$ cat src/rtl/int_ctrl.sv
// int_ctrl: interrupt entry/exit sequencer sitting in front of fetch.
// Latches a rising int_req, waits for the pipe to go idle, stalls fetch for
// DRAIN_CYCLES, requests an EPC push, redirects fetch to the IVT, then tracks
// the service window until RTI and requests a flag restore.
// Optional macro INT_COUNT_EN adds an 8-bit saturating entry counter o_int_count.
module int_ctrl #(
    parameter int PC_W         = 32,
    parameter int DRAIN_CYCLES = 3,
    parameter int FLAG_W       = 4
) (
    input  logic              clk,
    input  logic              rst,
    input  logic              int_req,
    input  logic [PC_W-1:0]   i_pc,
    input  logic              i_pipe_busy,
    input  logic [FLAG_W-1:0] i_flags,
    input  logic              i_rti,
    output logic              o_stall_fetch,
    output logic              o_push_pc,
    output logic [PC_W-1:0]   o_epc,
    output logic              o_pc_sel_ivt,
    output logic [FLAG_W-1:0] o_saved_flags,
    output logic              o_restore_flags,
    output logic              o_int_active
`ifdef INT_COUNT_EN
    ,
    output logic [7:0]        o_int_count
`endif
);

    typedef enum logic [2:0] {
        S_IDLE, S_DRAIN, S_PUSH, S_JUMP, S_SERVICE, S_RESTORE
    } state_t;

    localparam logic [3:0] DRAIN_LD = 4'(DRAIN_CYCLES);

    state_t            state_q, state_d;
    logic              req_q, req_d;
    logic              req_dly_q, req_dly_d;
    logic              pending_q, pending_d;
    logic [3:0]        cnt_q, cnt_d;
    logic [PC_W-1:0]   epc_q, epc_d;
    logic [FLAG_W-1:0] flags_q, flags_d;
    logic              stall_q, stall_d;
    logic              push_q, push_d;
    logic              ivt_q, ivt_d;
    logic              restore_q, restore_d;
    logic              active_q, active_d;
    logic              rise;
`ifdef INT_COUNT_EN
    logic [7:0]        count_q, count_d;
`endif

    assign rise = req_q & ~req_dly_q;

    // Next-state, request latching, capture on entry and registered output decode
    always_comb begin
        state_d   = state_q;
        req_d     = int_req;
        req_dly_d = req_q;
        pending_d = pending_q | rise;
        cnt_d     = cnt_q;
        epc_d     = epc_q;
        flags_d   = flags_q;
        case (state_q)
            S_IDLE: begin
                if (pending_q && !i_pipe_busy) begin
                    state_d   = S_DRAIN;
                    cnt_d     = DRAIN_LD;
                    epc_d     = i_pc;
                    flags_d   = i_flags;
                    // an edge coinciding with entry belongs to this service
                    pending_d = 1'b0;
                end
            end
            S_DRAIN: begin
                cnt_d = cnt_q - 4'd1;
                if (cnt_q == 4'd1) state_d = S_PUSH;
            end
            S_PUSH:    state_d = S_JUMP;
            S_JUMP:    state_d = S_SERVICE;
            S_SERVICE: if (i_rti) state_d = S_RESTORE;
            S_RESTORE: state_d = S_IDLE;
            default:   state_d = S_IDLE;
        endcase
        // outputs are decoded from the next state so they line up with state_q
        stall_d   = (state_d == S_DRAIN) || (state_d == S_PUSH);
        push_d    = (state_d == S_PUSH);
        ivt_d     = (state_d == S_JUMP);
        restore_d = (state_d == S_RESTORE);
        active_d  = (state_d != S_IDLE);
    end

`ifdef INT_COUNT_EN
    // Saturating count of DRAIN entries
    always_comb begin
        count_d = count_q;
        if (state_q == S_IDLE && state_d == S_DRAIN && count_q != 8'hFF)
            count_d = count_q + 8'd1;
    end
`endif

    // State and output registers with synchronous reset
    always_ff @(posedge clk) begin
        if (rst) begin
            state_q   <= S_IDLE;
            // both history bits set: a level already high at reset release is
            // not an edge, only a fresh 0->1 after reset requests service
            req_q     <= 1'b1;
            req_dly_q <= 1'b1;
            pending_q <= 1'b0;
            cnt_q     <= '0;
            epc_q     <= '0;
            flags_q   <= '0;
            stall_q   <= 1'b0;
            push_q    <= 1'b0;
            ivt_q     <= 1'b0;
            restore_q <= 1'b0;
            active_q  <= 1'b0;
`ifdef INT_COUNT_EN
            count_q   <= '0;
`endif
        end else begin
            state_q   <= state_d;
            req_q     <= req_d;
            req_dly_q <= req_dly_d;
            pending_q <= pending_d;
            cnt_q     <= cnt_d;
            epc_q     <= epc_d;
            flags_q   <= flags_d;
            stall_q   <= stall_d;
            push_q    <= push_d;
            ivt_q     <= ivt_d;
            restore_q <= restore_d;
            active_q  <= active_d;
`ifdef INT_COUNT_EN
            count_q   <= count_d;
`endif
        end
    end

    assign o_stall_fetch   = stall_q;
    assign o_push_pc       = push_q;
    assign o_epc           = epc_q;
    assign o_pc_sel_ivt    = ivt_q;
    assign o_saved_flags   = flags_q;
    assign o_restore_flags = restore_q;
    assign o_int_active    = active_q;
`ifdef INT_COUNT_EN
    assign o_int_count     = count_q;
`endif

endmodule
$ cat config.mk
export PLATFORM = sky130hd
export DESIGN_NAME = int_ctrl
export DESIGN_NICKNAME = d
export VERILOG_FILES = /design/src/rtl/int_ctrl.sv
export SDC_FILE = /design/constraint.sdc
export NUM_CORES = 1
export LEC_CHECK = 0
export CAP_MARGIN = 20
export CORE_ASPECT_RATIO = 0.75
export CORE_MARGIN = 4
export CORE_UTILIZATION = 43
export CTS_CLUSTER_SIZE = 24
export DETAILED_ROUTE_END_ITERATION = 16
export GPL_ROUTABILITY_DRIVEN = 0
export GPL_TIMING_DRIVEN = 0
export PLACE_DENSITY_LB_ADDON = 0.12
export SLEW_MARGIN = 30
export SYNTH_ARGS = -nofsm -noshare
export SYNTH_HDL_FRONTEND = slang
export SYNTH_SLANG_ARGS = --single-unit
$ cat constraint.sdc
create_clock -name clk -period 1.8 [get_ports clk]
set_input_delay 0.36 -clock clk [delete_from_list [all_inputs] [get_ports clk]]
set_output_delay 0.36 -clock clk [all_outputs]
set_load 0.005 [all_outputs]
==> metrics.yaml <==
drive_gt1_frac: 0.0940
skew_ps: 6.91
rows: 21
worstPathRequired_ps: 1960
synth_commonest_cells: "51 x dfxtp_1, 42 x a21oi_1, 37 x nand3_1"
ir_drop_mv: 0.505
clkTransAtPathRegs_ps: 80
slew_headroom: 0.672
grt.total_usage: 0.179
grt_overflow: 0
arrival_ps: 1810
yosysUniqueCellTypes: 36
antenna_found_initial: 0
grt_pass1_vias: 1864
worstPathMaxFanout: 5
critical_path_class: "flip-flop to flip-flop"
htreeDepth: 2
die_area_um2: 5980
synth-seq-cells: 51
period_needed_ps: 1650
min_from: "req_dly_d$_SDFF_PP1_"
endpoint_kind: "flip-flop"
synth_edf_count: 0
vias_per_cell: 5.28
initial_core_util: 0.454
syn_avg_cell_area_um2: 8.89
worst_hold_path_type: "flip-flop to flip-flop"
synth.area.top_cells: "dfxtp_1 50%, a21oi_1 10%, nand3_1 9.0%"
firstDrtPassIters: 4
drc: 0
yosysSeqAreaShare: 0.495
clk_latency_ps: 300
startpoint: "cnt_q[0]$_SDFFE_PP0P_"
fin_tns_setup_ps: 0
fin_crit_sh: 0.918
cts_tree: "yes"
status: "complete, no violations"
dpl.hpwl_um: 3750
worstSetupStartpointType: "flip-flop"
clock-sinks: 51
hold_violations: 0
timing.fmax_ghz: 0.605
drv_cap: 0
cts_setup_buffers: 0
synth_top_area_share: 0.495
postRouteAntennaNets: 0
yosysMostFrequentCell: "dfxtp_1"
grt_max_degree: 15
ctsHoldBuffers: 0
async_flop_share: 0
synth_area_leader_cell: "dfxtp_1"
slew_viol_final: 0
num_io_pins: 82
rsz0062_at_grt: "no"
cts-root-buf: "clkbuf_8"
yosysWarnings: 0
netlist_area_um2: 2060
vias: 1984
leakage_nw: 1.00
holdWs_ps: 452
syn_to_final_growth_pct: 45.8
syn_nets: 275
syn_inst: 232
cts_resized: 0
drtIter0Drc: 104
cts-buffers-inserted: 5
portBuffers: 79
wire_per_inst_um: 13.9
synth_ff_type: "dfxtp_1"
final_net_count: 361
fp.dieH_um: 68.0
tightest_slew_ps: 492
routed_wl_um: 5230
die_width_um: 88.0
coreArea_um2: 4550
p_per_area_nw_per_um2: 694
reg2reg_from: "cnt_q[0]$_SDFFE_PP0P_"
diodes: 0
grt_pass1_wl_um: 8470
setup_viol: 0
cts_buffer_depth: 2
[power by group]
part / internal, W / switching [W] / leakage, nW
Clock: 0.000274 / 0.000354 / 0.0422
Combinational: 0.000158 / 0.000127 / 0.545
Sequential: 0.00116 / 0.0000172 / 0.413
[cells in the final DEF, fill, tap and decap left out, types with 2 or more instances in the layout]
cell type	n
buf_2	4
buf_1	2
a221oi_1	2
nor2_1	3
inv_1	4
or2_2	3
dfxtp_1	51
nand3_1	37
nor3_1	4
clkbuf_1	11
buf_4	4
buf_6	5
o21ai_2	3
o21ai_0	6
a21oi_1	42
o21ai_1	27
ha_1	2
clkbuf_8	5
nand2b_1	4
clkdlybuf4s50_1	79
nand3b_1	2
nand2_1	2
[sequential cells by signal, indices dropped and copies added (netlist names)]
name	count
cnt_q	4
o_epc	32
o_int_active	1
o_pc_sel_ivt	1
o_push_pc	1
o_restore_flags	1
o_saved_flags	4
o_stall_fetch	1
pending_q	1
req_dly_d	1
req_dly_q	1
state_q	3
[layer usage]
| metal | vias up | wire length (um) | GRT usage |
|---|---|---|---|
| met5 | - | 0 | 0 |
| met4 | 0 | 33 | 0.0421 |
| met3 | 4 | 421 | 0.0698 |
| met2 | 60 | 2360 | 0.290 |
| met1 | 922 | 2410 | 0.227 |
| li1 | 998 | - | - |
[stage by stage]
step,utilization,cell area [um^2],std cells,worst slack (ps),power (W)
2_1_floorplan,-,2060,232,296,0.00133
6_report,0.661,3010,376,147,0.00209
4_1_cts,0.661,3010,376,144,0.00211
5_1_grt,0.661,3010,376,12.7,0.00218
3_5_place_dp,0.643,2920,368,119,0.00149
3_3_place_gp,0.643,2920,368,138,0.00149
[worst max-delay path, stage by stage, from the launching register on]
cell      delay [ps]
dfxtp_1          400
ha_1             160
or3b_2           480
a22oi_1          320
a221oi_1         160
[final timing paths]
path | end | slack, ps | cells past startpoint
hold / removal | req_dly_q$_SDFF_PP1_ | 450 | 1
hold reg to reg | req_dly_q$_SDFF_PP1_ | 450 | 1
setup / recovery | o_restore_flags$_SDFF_PP0_ | 150 | 4
setup reg to reg | o_restore_flags$_SDFF_PP0_ | 150 | 4
[final cells by class]
class	instances	area (um^2)
clock buffers	7	76.3
fillers	396	1540
multi-input cells	153	878
repair buffers	79	791
well taps	57	71.3
plain buffers	24	148
flip-flops and latches	51	1020
clock inverters	1	5.00
inverters	4	15.0
[kinds of logic (layout without fill, tap and decap cells)]
| group | count (synthesis) | count (layout) | share of synthesized area |
|---|---|---|---|
| AO/OA/AOI/OAI | 86 | 86 | 0.229 |
| AND/OR/NAND/NOR | 63 | 63 | 0.176 |
| adder cells (fa/ha/maj) | 2 | 2 | 0.0121 |
| flip-flops | 51 | 51 | 0.495 |
| buffers and inverters | 28 | 115 | 0.0789 |
| XOR/XNOR | 2 | 2 | 0.00850 |
(Power assumes the default switching activity.)
